[src/rtl/rx_controller_if.sv]
// Frame ingress from the CRC stage and payload delivery to the
// consumer; the controller sits on the slave side.
interface rx_controller_if #(
    parameter int FW = 256,
    parameter int PW = 240
);
    logic [FW-1:0] rifl_rx_data;
    logic          rifl_rx_vld;
    logic          crc_good;
    logic [PW+1:0] rifl_rx_payload;
    logic          rifl_rx_valid;

    modport master (
        output rifl_rx_data,
        output rifl_rx_vld,
        output crc_good,
        input  rifl_rx_payload,
        input  rifl_rx_valid
    );

    modport slave (
        input  rifl_rx_data,
        input  rifl_rx_vld,
        input  crc_good,
        output rifl_rx_payload,
        output rifl_rx_valid
    );
endinterface

[src/rtl/rx_controller.sv]
// Receive link controller: frame decode, link bring-up, error
// drop and replay skip ahead of in-order payload delivery.
module rx_controller #(
    parameter int FRAME_WIDTH    = 256,
    parameter int PAYLOAD_WIDTH  = 240,
    parameter int CRC_WIDTH      = 12,
    parameter int FRAME_ID_WIDTH = 8,
    parameter int UP_THRESH      = 64
) (
    input  logic           clk,
    input  logic           rst,
    rx_controller_if.slave rx,
    output logic           rx_up,
    output logic           rx_error,
    output logic           pause_req,
    output logic           retrans_req,
    output logic           remote_fc,
    output logic [2:0]     state
);
    localparam int FW = FRAME_WIDTH;
    localparam int PW = PAYLOAD_WIDTH;
    localparam int CW = FRAME_ID_WIDTH + 1;
    localparam logic [CW-1:0] DEPTH = CW'(2 ** FRAME_ID_WIDTH);
    localparam logic [CW-1:0] LAST  = CW'(2 ** FRAME_ID_WIDTH - 1);
    localparam logic [CW-1:0] THR   = CW'(UP_THRESH - 1);
    localparam logic [15:0] K_PAUSE   = 16'h0010;
    localparam logic [15:0] K_RETRANS = 16'h1000;

    typedef enum logic [2:0] {
        S_DOWN   = 3'd0,
        S_UP     = 3'd1,
        S_ERROR  = 3'd2,
        S_REPLAY = 3'd3
    } state_t;

    state_t st_q, st_d;
    logic [CW-1:0] good_q, good_d, bad_q, bad_d;
    logic [CW-1:0] dlv_q, dlv_d, post_q, post_d;
    logic [CW-1:0] skip_q, skip_d, rpl_q, rpl_d;
    logic [CW-1:0] room;
    logic          up_d, err_d, pause_d, rt_d, fc_d, vld_d;
    logic [PW+1:0] pl_q, pl_d;

    logic [1:0]    hdr;
    logic [15:0]   key;
    logic [PW+1:0] pl;
    logic good, bad, is_ctl, is_dat;
    logic fc_on, fc_off, take;
    logic unused_crc;

    assign hdr    = rx.rifl_rx_data[FW-1 -: 2];
    assign key    = rx.rifl_rx_data[FW-3 -: 16];
    assign pl     = rx.rifl_rx_data[FW-3:CRC_WIDTH];
    assign good   = rx.rifl_rx_vld & rx.crc_good
                  & (hdr == 2'b10 | hdr == 2'b01);
    assign bad    = rx.rifl_rx_vld & ~good;
    assign is_ctl = good & (hdr == 2'b10);
    assign is_dat = good & (hdr == 2'b01);
    assign fc_on  = is_dat & (pl[PW+1:PW] == 2'b00)
                  & (pl[7:0] == 8'h01);
    assign fc_off = is_dat & (pl[PW+1:PW] == 2'b00)
                  & (pl[7:0] == 8'h02);
    assign room   = LAST - post_q;
    assign unused_crc = ^rx.rifl_rx_data[CRC_WIDTH-1:0];

    // Frames past the replay skip point are handled as in UP
    assign take = is_dat & ((st_q == S_UP)
                | (st_q == S_REPLAY & rpl_q >= skip_q));

    function automatic logic [CW-1:0] inc_sat(
        input logic [CW-1:0] v,
        input logic [CW-1:0] lim
    );
        return (v < lim) ? v + 1'b1 : v;
    endfunction

    always_comb begin
        st_d    = st_q;
        good_d  = good_q;
        bad_d   = bad_q;
        dlv_d   = dlv_q;
        post_d  = post_q;
        skip_d  = skip_q;
        rpl_d   = rpl_q;
        up_d    = rx_up;
        err_d   = rx_error;
        pause_d = pause_req;
        rt_d    = retrans_req;
        fc_d    = remote_fc;
        vld_d   = 1'b0;
        pl_d    = pl_q;

        if (st_q != S_DOWN) begin
            if (good)
                bad_d = '0;
            else if (bad)
                bad_d = inc_sat(bad_q, DEPTH);
            if (is_ctl) begin
                pause_d = (key == K_PAUSE);
                rt_d    = (key == K_RETRANS);
            end
        end

        unique case (st_q)
            S_DOWN: begin
                if (bad) begin
                    good_d = '0;
                end else if (good) begin
                    if (good_q == THR) begin
                        st_d   = S_UP;
                        up_d   = 1'b1;
                        good_d = '0;
                    end else begin
                        good_d = good_q + 1'b1;
                    end
                end
            end
            S_UP: begin
                if (is_dat)
                    dlv_d = inc_sat(dlv_q, DEPTH);
                if (bad) begin
                    st_d   = S_ERROR;
                    err_d  = 1'b1;
                    post_d = '0;
                end
            end
            S_ERROR: begin
                if (is_dat)
                    post_d = inc_sat(post_q, LAST);
                if (is_ctl) begin
                    st_d   = S_REPLAY;
                    rpl_d  = '0;
                    skip_d = (dlv_q < room) ? dlv_q : room;
                end
            end
            S_REPLAY: begin
                if (is_dat) begin
                    err_d = 1'b0;
                    if (rpl_q == LAST) begin
                        st_d  = S_UP;
                        dlv_d = DEPTH;
                    end else begin
                        rpl_d = rpl_q + 1'b1;
                    end
                end
                if (bad) begin
                    st_d   = S_ERROR;
                    err_d  = 1'b1;
                    post_d = '0;
                    dlv_d  = (rpl_q > skip_q) ? rpl_q : skip_q;
                end
            end
            default: st_d = S_DOWN;
        endcase

        if (take) begin
            if (fc_on)
                fc_d = 1'b1;
            else if (fc_off)
                fc_d = 1'b0;
            else begin
                vld_d = 1'b1;
                pl_d  = pl;
            end
        end

        // Link loss starts a fresh link: flags and windows cleared
        if (bad && st_q != S_DOWN && bad_q == THR) begin
            st_d    = S_DOWN;
            up_d    = 1'b0;
            err_d   = 1'b0;
            pause_d = 1'b0;
            rt_d    = 1'b0;
            fc_d    = 1'b0;
            vld_d   = 1'b0;
            good_d  = '0;
            bad_d   = '0;
            dlv_d   = '0;
            post_d  = '0;
            skip_d  = '0;
            rpl_d   = '0;
        end
    end

    always_ff @(posedge clk or posedge rst) begin
        if (rst) begin
            st_q        <= S_DOWN;
            good_q      <= '0;
            bad_q       <= '0;
            dlv_q       <= '0;
            post_q      <= '0;
            skip_q      <= '0;
            rpl_q       <= '0;
            rx_up       <= 1'b0;
            rx_error    <= 1'b0;
            pause_req   <= 1'b0;
            retrans_req <= 1'b0;
            remote_fc   <= 1'b0;
            pl_q        <= '0;
            rx.rifl_rx_valid <= 1'b0;
        end else begin
            st_q        <= st_d;
            good_q      <= good_d;
            bad_q       <= bad_d;
            dlv_q       <= dlv_d;
            post_q      <= post_d;
            skip_q      <= skip_d;
            rpl_q       <= rpl_d;
            rx_up       <= up_d;
            rx_error    <= err_d;
            pause_req   <= pause_d;
            retrans_req <= rt_d;
            remote_fc   <= fc_d;
            pl_q        <= pl_d;
            rx.rifl_rx_valid <= vld_d;
        end
    end

    assign rx.rifl_rx_payload = pl_q;
    assign state = st_q;
endmodule

[src/flat_wrapper.sv]
// flat-port wrapper written by rule: the top's interface ports become plain ports
module rx_controller_flat 
#(
    parameter int FRAME_WIDTH    = 256,
    parameter int PAYLOAD_WIDTH  = 240,
    parameter int CRC_WIDTH      = 12,
    parameter int FRAME_ID_WIDTH = 8,
    parameter int UP_THRESH      = 64
)
  (clk, rst, rx_up, rx_error, pause_req, retrans_req, remote_fc, state, rx_rifl_rx_data, rx_rifl_rx_vld, rx_crc_good, rx_rifl_rx_payload, rx_rifl_rx_valid);
  rx_controller_if #(.FW((256)), .PW((240))) rx_i ();
  input  logic clk;
  input  logic rst;
  output logic rx_up;
  output logic rx_error;
  output logic pause_req;
  output logic retrans_req;
  output logic remote_fc;
  output logic [2:0] state;
  input wire logic [$bits(rx_i.rifl_rx_data)-1:0] rx_rifl_rx_data;
  input wire logic [$bits(rx_i.rifl_rx_vld)-1:0] rx_rifl_rx_vld;
  input wire logic [$bits(rx_i.crc_good)-1:0] rx_crc_good;
  output wire logic [$bits(rx_i.rifl_rx_payload)-1:0] rx_rifl_rx_payload;
  output wire logic [$bits(rx_i.rifl_rx_valid)-1:0] rx_rifl_rx_valid;
  assign rx_i.rifl_rx_data = rx_rifl_rx_data;
  assign rx_i.rifl_rx_vld = rx_rifl_rx_vld;
  assign rx_i.crc_good = rx_crc_good;
  assign rx_rifl_rx_payload = rx_i.rifl_rx_payload;
  assign rx_rifl_rx_valid = rx_i.rifl_rx_valid;
  rx_controller #(.FRAME_WIDTH(FRAME_WIDTH), .PAYLOAD_WIDTH(PAYLOAD_WIDTH), .CRC_WIDTH(CRC_WIDTH), .FRAME_ID_WIDTH(FRAME_ID_WIDTH), .UP_THRESH(UP_THRESH)) u_core (.clk(clk), .rst(rst), .rx(rx_i), .rx_up(rx_up), .rx_error(rx_error), .pause_req(pause_req), .retrans_req(retrans_req), .remote_fc(remote_fc), .state(state));
endmodule
[config.mk]
export PLATFORM = sky130hd
export DESIGN_NAME = rx_controller_flat
export DESIGN_NICKNAME = d
export VERILOG_FILES = /design/src/rtl/rx_controller_if.sv /design/src/rtl/rx_controller.sv /design/src/flat_wrapper.sv
export SDC_FILE = /design/constraint.sdc
export NUM_CORES = 1
export LEC_CHECK = 0
export ABC_AREA = 1
export CORE_AREA = 2 2 199 201
export DETAILED_ROUTE_END_ITERATION = 16
export DIE_AREA = 0 0 201 203
export HOLD_SLACK_MARGIN = 0.06
export PLACE_DENSITY_LB_ADDON = 0.15
export SLEW_MARGIN = 20
export SYNTH_ARGS = -nofsm -noshare
export SYNTH_HDL_FRONTEND = slang
export SYNTH_SLANG_ARGS = --single-unit
[constraint.sdc]
create_clock -name clk -period 11.9 [get_ports clk]
set_input_delay 2.38 -clock clk [delete_from_list [all_inputs] [get_ports clk]]
set_output_delay 2.38 -clock clk [all_outputs]
set_load 0.01 [all_outputs]
==> reports/qor.log <==
INFO  critical_path  worstSetupEndpointType=register
INFO  die            dieArea=40800squm
INFO  yosys          ys_async_sr_fraction=100.0%
INFO  cells_and_area fill_cells=3690
INFO  cells_and_area area.growth.synth_to_final=49.38%
INFO  power          cellLeakagePower=9.725nW
INFO  cells_and_area post_route_cells_drive_above_1_share=3.576%
INFO  global_routing first_global_vias=11910
INFO  global_routing number_of_antenna_violations_at_the_first_check_in_global_routing=15
INFO  yosys          area_fraction_in_compound_gates_after_synthesis=3.482%
INFO  yosys          synthCells=1619
INFO  clock_network  postCtsSetupRepairBufs=0
INFO  min_path       hp-class=register to register
INFO  yosys          ys_seq_area_share=57.22%
INFO  clock_network  cts_hold_repair.buffers=0
INFO  detailed_routing routed_wirelength=46060um
INFO  timing         unrepaired_setup_endpoints_after_global_routing=false
INFO  clock_network  cts-root-to-sink-buffers=3
INFO  die            core.rowCount=72
INFO  critical_path  critical_path_class=primary input to register
INFO  timing         fmax=0.1555GHz
INFO  clock_network  clk_root_buffer_cell=sky130_fd_sc_hd__clkbuf_16
INFO  timing         final_critical_path_setup_slack=5.471ns
INFO  yosys          ys_ff_latch=304
INFO  timing         finalHoldWorstSlack=0.4752ns
INFO  place          buffer_ports.inserted=497
INFO  min_path       worst_hold_startpoint=u_core.rx.rifl_rx_payload[226]
INFO  yosys          total_of_warnings_raised_by_yosys=0
INFO  yosys          post_synth_num_cell_types=40
INFO  job            cap_violations=0
INFO  critical_path  cp_max_fo=95
INFO  min_path       worst_hold_path.endpoint=u_core.rx.rifl_rx_payload[226]
INFO  timing         final-max-slew-violation-count=0
INFO  yosys          post_synth_instance_area=13300squm
INFO  cells_and_area nets=2382
INFO  place          detailedPlace.worstSlack=4.935ns
INFO  clock_network  cts.clk_slew.worst_paths=0.05ns
INFO  yosys          synth_top_cell_area_share=57.22%
INFO  global_routing grt.total_usage=22.02%
INFO  detailed_routing ant_nets=0
INFO  detailed_routing dr.first_iter.drc_count=798
INFO  place          gp_congestion=0.8677
INFO  detailed_routing drt-pass1-iter-count=5
INFO  die            fp.dieH=203um
INFO  critical_path  ff2ff_path_depth=12
INFO  critical_path  worst_r2r_endpoint=u_core.rx.rifl_rx_payload[4]
INFO  clock_network  insertion_delay=0.55ns
INFO  timing         max_slew_margin=29.23%
INFO  critical_path  crit_arrival=6.89ns
INFO  timing         tns=0ns
INFO  power          power_density=229.2nW/um^2
INFO  global_routing grt_overflow_total=0
INFO  critical_path  r2r_start=u_core.rpl_q[7]
INFO  clock_network  cts_inserted_buffers=37
INFO  critical_path  critPathLaunchType=primary input
INFO  detailed_routing via_density=4.590
INFO  yosys          cell_with_the_most_instances_after_synthesis=sky130_fd_sc_hd__nand2_1
INFO  die            design.portCount=511
INFO  outcome        status=completed
INFO  timing         max_slew.worst_pin.slew=1.062ns
INFO  timing         timing.final.crit_period=6.429ns
INFO  yosys          synth_simple_gate_area_share=31.53%
INFO  place          placedCellCount=2576
INFO  cells_and_area final_util=51.63%
INFO  clock_network  clock-sinks=304
INFO  min_path       hold-path-cell-count=2
INFO  yosys          dominant_cell_type_by_area_after_synthesis=sky130_fd_sc_hd__dfrtp_1
INFO  yosys          synthTopCellsByArea=sky130_fd_sc_hd__dfrtp_1 57%, sky130_fd_sc_hd__nand2_1 25%, sky130_fd_sc_hd__nand3_1 2.4%
INFO  detailed_routing detail_route.drc_violations=0
INFO  power          max-vdd-ir-drop=0.1321mV
INFO  cells_and_area post_layout_nonfiller_instances=2649
INFO  timing         finalHoldViolCount=0
INFO  critical_path  r2r_setup_slack=7.27ns
INFO  timing         timing.final.setup_violations=0
INFO  die            floorplan.initialDensity=34.56%
INFO  yosys          synth_top_family_by_area=simple AND/OR/NAND/NOR gates
INFO  yosys          yosys-top-cells-count=882 x sky130_fd_sc_hd__nand2_1, 304 x sky130_fd_sc_hd__dfrtp_1, 71 x sky130_fd_sc_hd__inv_1
INFO  detailed_routing routed-via-count=12160
INFO  yosys          synthMuxAreaShare=0%
INFO  timing         tcrit_tclk_final=54.03%
INFO  timing         timing.clock.skew=0.02469ns
INFO  detailed_routing post_drt_wl_per_cell=17.39um
INFO  yosys          synth_edf_count=0
INFO  die            dieWidth=201um
INFO  clock_network  postCtsResizedCells=0
INFO  yosys          top_ff_cell_synth=sky130_fd_sc_hd__dfrtp_1
INFO  clock_network  tritoncts=yes
INFO  global_routing maximum_number_of_pins_on_one_net_before_global_route_repair=125
INFO  global_routing grt_pass1_wl=69950um
INFO  yosys          synthesis.area_per_instance=8.212squm
INFO  clock_network  clock_tree.htree_level_count=2
INFO  die            core_area=38470squm
INFO  critical_path  critical_path_required=12.36ns
INFO  place          dp_hpwl=33360um
INFO  yosys          post_synth_xor_area_fraction=0.5270%
INFO  yosys          synth-adder-area-share=2.353%
INFO  yosys          synth_nets=1904
flip-flops by register name, summed over array words and instances, names as in the netlist, 2 cells and up:
name / count
u_core.bad_q: 9
u_core.skip_q: 9
u_core.post_q: 9
u_core.good_q: 9
u_core.state: 2
u_core.rx.rifl_rx_payload: 242
u_core.rpl_q: 9
u_core.dlv_q: 9
logic make-up (layout without fill, tap and decap cells):
logic type      count (synthesis)  in the layout
compound gates                 81             81
xor+xnor                        8              8
fa+ha+maj                      25             25
buf+inv                       140            646
flops                         304            304
other cells                     1              7
simple gates                 1060           1060
power by group:
group          internal, mW  total, mW  switching, mW
Sequential             1.42       1.66          0.241
Combinational         0.889       1.75          0.863
Clock                 0.691       1.14          0.446
worst max-delay path, stage by stage:
cell and delay (ns):
sky130_fd_sc_hd__clkdlybuf4s50_1 0.48, sky130_fd_sc_hd__inv_1 0.05, sky130_fd_sc_hd__ha_1 0.27, sky130_fd_sc_hd__inv_1 0.13, sky130_fd_sc_hd__nand4_1 0.20, sky130_fd_sc_hd__nor2_1 0.33, sky130_fd_sc_hd__nand3_4 0.78, sky130_fd_sc_hd__inv_6 0.92
sky130_fd_sc_hd__buf_4 0.87, sky130_fd_sc_hd__nand2_1 0.13, sky130_fd_sc_hd__nand2_1 0.10
through the flow:
stage | power [mW] | instance area, sq um
after global routing | 4.845 | 19850
after floorplan | 2.435 | 13300
after detailed placement | 3.448 | 18630
after global placement | 3.414 | 18630
after CTS | 4.619 | 19850
final | 4.551 | 19860
cells in the final DEF, fill, tap and decap left out, types with 6 or more instances in the layout:
cell type	netlist	final
sky130_fd_sc_hd__clkbuf_16	0	39
sky130_fd_sc_hd__ha_1	25	25
sky130_fd_sc_hd__o21ai_1	10	10
sky130_fd_sc_hd__clkbuf_1	11	16
sky130_fd_sc_hd__clkbuf_8	0	7
sky130_fd_sc_hd__nand2_1	882	882
sky130_fd_sc_hd__a21oi_1	11	11
sky130_fd_sc_hd__buf_4	19	7
sky130_fd_sc_hd__clkdlybuf4s50_1	0	497
sky130_fd_sc_hd__inv_1	71	70
sky130_fd_sc_hd__nand4_1	21	21
sky130_fd_sc_hd__nor3_1	12	12
sky130_fd_sc_hd__nand3_1	63	62
sky130_fd_sc_hd__diode_2	0	6
sky130_fd_sc_hd__o21ai_0	41	41
sky130_fd_sc_hd__or2_2	6	6
sky130_fd_sc_hd__dfrtp_1	304	304
sky130_fd_sc_hd__xor2_1	6	6
sky130_fd_sc_hd__nor2_1	66	66
worst max path at each step:
| stage | cells past startpoint | slack (ns) | start | end |
|---|---|---|---|---|
| finish | 11 | 5.47 | rx_rifl_rx_data[254] | u_core.rx.rifl_rx_payload[4] |
| global route | 11 | 5.10 | rx_rifl_rx_data[254] | u_core.rx.rifl_rx_payload[4] |
| CTS | 11 | 5.47 | rx_rifl_rx_data[254] | u_core.rx.rifl_rx_payload[183] |
| detailed placement | 11 | 4.93 | rx_rifl_rx_data[254] | u_core.rx.rifl_rx_payload[183] |
| global placement | 11 | 4.94 | rx_rifl_rx_data[254] | u_core.rx.rifl_rx_payload[220] |
| floorplan | 1 | 1.12 | rst | u_core.bad_q[0] |
final cells by class:
| type | instances | area (sq um) | share of cell area (%) |
|---|---|---|---|
| Timing Repair Buffer | 504 | 5027 | 25.31 |
| Antenna cell | 6 | 15.01 | 0.07560 |
| Inverter | 75 | 294.0 | 1.481 |
| Clock buffer | 62 | 1132 | 5.702 |
| Multi-Input combinational cell | 1175 | 5054 | 25.45 |
| Tap cell | 518 | 648.1 | 3.263 |
| Sequential cell | 304 | 7607 | 38.30 |
| Clock inverter | 5 | 82.58 | 0.4158 |
per-layer routing:
layer | global-route usage (%) | up-vias | share of wire (%)
li1 | - | 6002 | -
met1 | 25.51 | 5682 | 39
met2 | 38.42 | 364 | 50
met3 | 6.340 | 93 | 7.0
met4 | 8.730 | 18 | 3.3
met5 | 0 | - | 0.26
Note: power is estimated with default switching activity, not from simulation.
